==> src/rtl/dma_addr_word_counter.sv <==
// dma_addr_word_counter: per-channel DMA address/word-count registers with step, terminal count and optional autoinit
//   clk, reset           : clock, asynchronous active-high reset
//   wr_en/wr_ch/wr_sel   : CPU program strobe, target channel, 0=address 1=word count
//   wr_data              : program value, LSB-aligned, truncated to register width
//   step/ch_sel/dec      : one transfer done on ch_sel, address direction (1=down)
//   autoinit/tc_clr      : per-channel reload mode bits, per-channel tc_status clears
//   cur_addr/cur_word    : combinational readout of ch_sel
//   tc/tc_ch/tc_status   : registered terminal-count pulse, its channel, sticky flags
//   Define DMA_AUTOINIT_EN to reload a channel from its base registers on terminal count.
module dma_addr_word_counter #(
  parameter int NUM_CH = 4,
  parameter int ADDR_W = 16,
  parameter int CNT_W  = 16,
  parameter int CH_W   = $clog2(NUM_CH)
) (
  input  logic                                      clk,
  input  logic                                      reset,
  input  logic                                      wr_en,
  input  logic [CH_W-1:0]                           wr_ch,
  input  logic                                      wr_sel,
  input  logic [(ADDR_W>CNT_W?ADDR_W:CNT_W)-1:0]    wr_data,
  input  logic                                      step,
  input  logic [CH_W-1:0]                           ch_sel,
  input  logic                                      dec,
  input  logic [NUM_CH-1:0]                         autoinit,
  input  logic [NUM_CH-1:0]                         tc_clr,
  output logic [ADDR_W-1:0]                         cur_addr,
  output logic [CNT_W-1:0]                          cur_word,
  output logic                                      tc,
  output logic [CH_W-1:0]                           tc_ch,
  output logic [NUM_CH-1:0]                         tc_status
);
  logic [NUM_CH-1:0][ADDR_W-1:0] base_addr, cur_addr_r;
  logic [NUM_CH-1:0][CNT_W-1:0]  base_word, cur_word_r;
  logic [ADDR_W-1:0] stp_addr, nxt_addr;
  logic [CNT_W-1:0]  nxt_word;
  logic step_ok, term;
  assign cur_addr = cur_addr_r[ch_sel];
  assign cur_word = cur_word_r[ch_sel];
  // a write to the stepped channel in the same cycle discards the step
  assign step_ok  = step && (cur_word != '0) && !(wr_en && wr_ch == ch_sel);
  assign term     = step_ok && (cur_word == CNT_W'(1));
  assign stp_addr = dec ? cur_addr - ADDR_W'(1) : cur_addr + ADDR_W'(1);
`ifdef DMA_AUTOINIT_EN
  logic reload;
  assign reload   = term && autoinit[ch_sel];
  assign nxt_addr = reload ? base_addr[ch_sel] : stp_addr;
  assign nxt_word = reload ? base_word[ch_sel] : cur_word - CNT_W'(1);
`else
  logic unused_base;
  assign unused_base = &{1'b0, autoinit, base_addr, base_word};
  assign nxt_addr    = stp_addr;
  assign nxt_word    = cur_word - CNT_W'(1);
`endif
  always_ff @(posedge clk or posedge reset)
    if (reset) begin
      base_addr  <= '0;
      base_word  <= '0;
      cur_addr_r <= '0;
      cur_word_r <= '0;
      tc         <= 1'b0;
      tc_ch      <= '0;
      tc_status  <= '0;
    end else begin
      tc    <= term;
      tc_ch <= term ? ch_sel : '0;
      for (int i = 0; i < NUM_CH; i++) begin
        // set dominates a same-cycle clear
        tc_status[i] <= (term && ch_sel == CH_W'(i)) || (tc_status[i] && !tc_clr[i]);
        if (wr_en && wr_ch == CH_W'(i)) begin
          if (wr_sel) begin
            base_word[i]  <= wr_data[CNT_W-1:0];
            cur_word_r[i] <= wr_data[CNT_W-1:0];
          end else begin
            base_addr[i]  <= wr_data[ADDR_W-1:0];
            cur_addr_r[i] <= wr_data[ADDR_W-1:0];
          end
        end else if (step_ok && ch_sel == CH_W'(i)) begin
          cur_addr_r[i] <= nxt_addr;
          cur_word_r[i] <= nxt_word;
        end
      end
    end
endmodule

==> config.mk <==
export PLATFORM = sky130hd
export DESIGN_NAME = dma_addr_word_counter
export DESIGN_NICKNAME = d
export VERILOG_FILES = /design/src/rtl/dma_addr_word_counter.sv
export SDC_FILE = /design/constraint.sdc
export NUM_CORES = 1
export LEC_CHECK = 0
export BUFFER_PORTS_ARGS = -buffer_cell sky130_fd_sc_hd__buf_4
export CAP_MARGIN = 15
export CORE_UTILIZATION = 55
export DETAILED_ROUTE_END_ITERATION = 7
export PLACE_DENSITY = 0.75
export SETUP_SLACK_MARGIN = 0.05
export SLEW_MARGIN = 20
export SYNTH_ARGS = -nofsm -noshare
export SYNTH_HDL_FRONTEND = slang
export SYNTH_SLANG_ARGS = --single-unit
==> constraint.sdc <==
create_clock -name clk -period 8 [get_ports clk]
set_clock_uncertainty 0.2 [all_clocks]
set_input_delay 0.8 -clock clk [delete_from_list [all_inputs] [get_ports clk]]
set_output_delay 0.8 -clock clk [all_outputs]
set_load 0.02 [all_outputs]
==> results of run 1 <==
-- stage by stage --
step / instance area (sq um) / setup slack [ps] / instances
finish: 9470 / 3530 / 1097
global route: 9470 / 3340 / 1097
CTS: 9460 / 3470 / 1097
detailed placement: 8840 / 3060 / 1065
global placement: 8840 / 3150 / 1065
floorplan: 8360 / 3260 / 873
-- metal layers --
metal  wire length (um)  track usage (%)
met1               9380             41.3
met5                  0                0
met4                449             8.68
met3               1850             6.20
met2              11100             50.3
-- synthesized netlist by cell type (6+ instances only) --
library cell,instances
xor2_1,9
a31oi_1,13
a211oi_1,35
buf_4,7
or3_1,9
o21ai_0,59
ha_1,17
xnor2_1,13
clkbuf_1,27
dfrtp_1,135
nor2_1,91
nand2_1,116
buf_1,11
buf_2,14
nor3_1,6
mux2i_1,44
inv_1,17
a21o_1,35
mux4_2,28
o21a_1,14
nand2b_1,6
o21ai_1,10
nand3_1,9
a21oi_1,51
-- layout make-up --
type | count | area, sq um
clock buffer | 20 | 447
clock inverter | 12 | 175
fill | 1199 | 5230
inverter | 18 | 72.6
multi-input combinational | 650 | 4580
sequential | 135 | 3380
tap | 184 | 230
timing repair buffer | 78 | 586
-- registers in the layout, indices dropped and copies added, names as in the netlist --
name	count
cur_word_r	64
tc_ch	2
cur_addr_r	64
tc	1
tc_status	4
-- critical path: cells and delay by family --
| family | cells | cell delay (ps) |
|---|---|---|
| AOI/OAI and AO/OA | 4 | 1410 |
| buffers and inverters | 2 | 940 |
| muxes | 1 | 780 |
| and+or+nand+nor | 2 | 610 |
-- how the worst min path moves through the flow --
stage | startpoint | to | slack [ps] | depth (start not counted)
floorplan | cur_word_r[19] | cur_word_r[19] | 240 | 2
global placement | cur_addr_r[59] | cur_addr_r[59] | 250 | 2
detailed placement | cur_word_r[17] | cur_word_r[17] | 260 | 1
CTS | reset | cur_word_r[23] | 260 | 2
global route | reset | cur_word_r[23] | 280 | 2
finish | reset | cur_word_r[23] | 230 | 2
-- power groups by stage --
| stage | sequential [mW] | clock, mW | combinational (mW) |
|---|---|---|---|
| 2_1_floorplan | 1.10 | 0 | 1.37 |
| 3_3_place_gp | 1.13 | 0 | 1.76 |
| 3_5_place_dp | 1.14 | 0 | 1.79 |
| 4_1_cts | 1.14 | 0.843 | 1.81 |
| 5_1_grt | 1.17 | 0.871 | 2.01 |
| 6_report | 1.14 | 0.836 | 1.83 |
-- cells by family after synthesis --
kind of cell	Yosys count	synth area share, %
compound gates	267	21.4
simple gates	266	14.0
flops	135	40.4
buf+inv	88	5.13
mux	77	14.0
xor+xnor	22	2.30
fa+ha+maj	18	2.78
==> run metrics, run 1 <==
Clock Power Share=22.0%; Tcrit/Tclk final=55.8%; Critical-path top delay cell=mux4_1; Net Sw Frac=39.7%; R2R depth=8; Starting Density=56.9%; failing checks=DRC; relative slew slack=35.8%; combinational power share=48.1%; initial drt markers=636; grt ovf=0; CP max FO=38; H-tree levels=4; Detail Placement HPWL=14400 um; Antenna Nets Post-Route=0; CTS Buf Count=17; Flop pwr share=29.9%; clock buffer depth=2; Ant. Diodes=0; RePlAce Congestion=0.880; Worst EP required=8110 ps; CP Capture Type=flop; R2R setup slack=4300 ps; Post-Syn Instances=873; Switch Pwr=1.51 mW; GRT Overall Usage=30.6%; # rows=44; Synth warnings=0; die height=125 um; post-synth top area cell=dfrtp_1; Final setup viols=0; Vias=6957; CP startpoint kind=input port; Hold Path Class=in -> async; clock sink count=135; share of layout cells above drive strength 1=17.7%; largest net degree at the start of global routing=76; Synth Cell Area=8360 sq um; FFs w/ async S/R, synth=100%; register area share after synthesis=40.4%; most common cell after layout, fill and taps aside=dfrtp_1; DRT Pass-1 Iters=7; top cell type's share of synthesized area=40.4%; first-pass GRT wire length=36700 um; root buf cell=clkbuf_16; max-slew violation count=0; Seq cells post-synth=135; most frequent CP cell=buf_4; Setup CP Type=in -> reg; vias in the first global route=6714; Fin Hold WS=233 ps; Post-CTS Setup Inserts=0; crit path DAT=4580 ps; setup TNS=0 ps; post-CTS sizing=0; worst slew pin tran=963 ps; IO buf count=68; r2r startpoint=cur_word_r[38]; max incr delay on CP=780 ps; area grow syn2layout=13.2%; IO Pins=73; crit path to=cur_word_r[1]; Distinct cells, synth=66; CP Launch Point=ch_sel[0]; most frequent cells in the layout=dfrtp_1 (135), nand2_1 (116), nor2_1 (90); routed vias/inst=6.34; DIE WIDTH=125 um; Max-Cap Viols=0; Clock Latency Late Sink=430 ps; Syn Nets=925; Final #Nets=952; syn avg cell area=9.58 sq um; post-layout util=64.4%; pwr/cell area=402 nW/um^2; RSZ-0062 raised after global routing=false; Tmin final=4470 ps; Clock transition at path regs=60 ps; initial antenna violation count=0; run status=finished with violations; peak supply drop=0.217 mV; Routed WL=22800 um; Internal=2.29 mW; top cells by area, synth=dfrtp_1 (40%), mux4_2 (7.5%), mux2i_1 (5.3%); LEAKAGE=4.53 nW; Die ar.=15700 sq um; Final Hold Vio Count=0; fmax=224 MHz; total power=3.81 mW; CTS tree=yes; critical path, cell by cell=buf_4 > mux4_1 > nor3_2 > nand3b_1 > o31ai_4 > o2bb2a_1 > buf_4 > a211oi_1 > a21o_1; DR DRC count=6; routed len/inst=20.8 um; cts hold-fix bufs=0; r2r endpoint=cur_word_r[1]; number of enable flip-flop cells after synthesis=0; Top FF cell, synth=dfrtp_1; core box area=14700 sq um
Note: power is estimated with default switching activity, not from simulation.
==> run 2: changes to the inputs <==
clock period = 4.3 ns   (was 8 ns; I/O delays follow)
==> run metrics, run 2 (synthesized netlist as in run 1, its figures left out) <==
run status=finished with violations; failing checks=DRC; core box area=14700 sq um (unchanged); Final #Nets=975 (+2.4%); peak supply drop=0.437 mV (+100%); final worst slack=714 ps (-2820 ps); routed vias/inst=6.47 (+1.9%); Die ar.=15700 sq um (unchanged); Fin Hold WS=100 ps (-133 ps); area grow syn2layout=15.7%; setup TNS=0 ps (unchanged); most frequent cells in the layout=dfrtp_1 (135), nand2_1 (116), buf_4 (95); CTS Buf Count=17 (unchanged); initial antenna violation count=0 (unchanged); CP Capture Type=flop; clock sink count=135 (unchanged); CTS tree=yes; relative slew slack=27.4% (-8.4 points); post-placement cell count=1085 (+1.9%); share of layout cells above drive strength 1=19.2% (+1.5 points); die height=125 um (unchanged); RSZ-0062 raised after global routing=false; Antenna Nets Post-Route=0 (unchanged); Internal=4.36 mW (+90%); Final Hold Vio Count=0 (unchanged); Flop pwr share=29.4% (-0.5 points); largest net degree at the start of global routing=85 (+12%); worst slew pin tran=1090 ps (+126 ps); Vias=7241 (+4.1%); Post-CTS Setup Inserts=0 (unchanged); Switch Pwr=2.88 mW (+91%); Routed WL=24300 um (+6.6%); pre-CTS WS=306 ps (-2760 ps); Final Cell Area=9670 sq um (+2.2%); clock buffer depth=2 (unchanged); first-pass GRT wire length=39300 um (+7.0%); Clock Latency Late Sink=430 ps (about the same); routed len/inst=21.7 um (+4.4%); grt ovf=0 (unchanged); Net Sw Frac=39.8% (+0.093 points); Max-Cap Viols=0 (unchanged); Tcrit/Tclk final=83.4%; Starting Density=56.9% (unchanged); # rows=44 (unchanged); initial drt markers=636 (unchanged); IO buf count=68 (unchanged); DIE WIDTH=125 um (unchanged); R2R setup slack=810 ps (-3490 ps); met1 track demand over resource=45.8% (+4.5 points); H-tree levels=4 (unchanged); fillers=1187 (-1.0%); multi-input logic area=4570 sq um (-0.33%); non-filler instance count after layout=1120 (+2.1%); max-slew violation count=0 (unchanged); top flop regs=cur_addr_r x64, cur_word_r x64, tc_status x4; LEAKAGE=4.65 nW (+2.6%); GRT busiest layer=met2; most common cell after layout, fill and taps aside=dfrtp_1; CP max FO=27 (-29%); M3 GR Usage=7.36% (+1.2 points); Detail Placement HPWL=15700 um (+8.6%); GRT Overall Usage=32.9% (+2.3 points); Tmin final=3590 ps; CP startpoint kind=input port; Reg area=3380 sq um (unchanged); DR DRC count=4 (-2); crit path DAT=3710 ps (-870 ps); Setup CP Type=in -> reg; Placed Instance Area=9020 sq um (+2.1%); Worst EP required=4420 ps (-3690 ps); IO Pins=73 (unchanged); Final setup viols=0 (unchanged); DRT Pass-1 Iters=8 (+1); pwr/cell area=748 nW/um^2 (+86%); vias in the first global route=7185 (+7.0%); root buf cell=clkbuf_16; Hold Path Class=in -> reg; met2 Track Usage GR=50.3% (unchanged); Clock Power Share=21.7% (-0.3 points); Clock transition at path regs=60 ps (about the same); Ant. Diodes=0 (unchanged); RePlAce Congestion=0.873 (-0.70%); combinational power share=48.9% (+0.8 points); fmax=279 MHz
run 2: cell count changes in the layout (fill, tap and decap cells not counted), sizes merged:
cell / delta
clkinv: -1
clkinvlp: +2
buf: +20
inv: -1
dlygate4sd3: +3
run 2: layout make-up:
cell class,instances,area share [%]
Multi-Input combinational cell,650,47.2
Timing Repair Buffer,101,8.30
Sequential cell,135,34.9
Clock buffer,20,4.62
Inverter,18,0.750
Clock inverter,12,1.82
Tap cell,184,2.38
run 2: metrics by stage:
step | total power [mW] | util [%]
6_report | 7.24 | 65.8
5_1_grt | 7.72 | 65.8
4_1_cts | 7.19 | 65.8
3_5_place_dp | 5.59 | 61.4
3_3_place_gp | 5.50 | 61.4
2_1_floorplan | 4.59 | -
run 2: worst max-delay path, stage by stage:
cell,delay (ps)
buf_4,450
mux4_2,590
ha_1,370
nor2b_1,190
o31a_1,270
o31a_1,320
o2111a_1,270
a311oi_1,470
o211ai_1,190
o21a_1,130
run 2: path summary, 6_finish.rpt:
kind	startpoint	end	depth (start not counted)
max in group asynchronous	reset	cur_word_r[54]	4
worst max register to register	cur_addr_r[16]	cur_addr_r[14]	11
worst min-delay path	tc_clr[2]	tc_status[2]	3
worst max-delay path	ch_sel[0]	cur_addr_r[14]	10
min in group asynchronous	reset	cur_word_r[23]	3
worst min register to register	cur_word_r[3]	cur_word_r[3]	2
run 2: power by group through the flow:
stage	registers, mW	logic (mW)	clock network [mW]
final	2.12	3.54	1.57
after global placement	2.11	3.38	0
after floorplan	2.04	2.55	0
after global routing	2.19	3.89	1.64
after detailed placement	2.13	3.46	0
after CTS	2.12	3.50	1.58
run 2: what timing repair did:
item / 4_1_cts / 5_1_grt
gates resized for setup: 0 / 0
hold buffers: 3 / 0
endpoints found under the hold margin: 52 / 0
run 2: layer usage:
| layer | share of wire (%) | vias to the layer above |
|---|---|---|
| met5 | 0 | - |
| met4 | 2.7 | 0 |
| met3 | 8.0 | 52 |
| met2 | 46 | 388 |
| met1 | 44 | 3545 |
| li1 | - | 3256 |
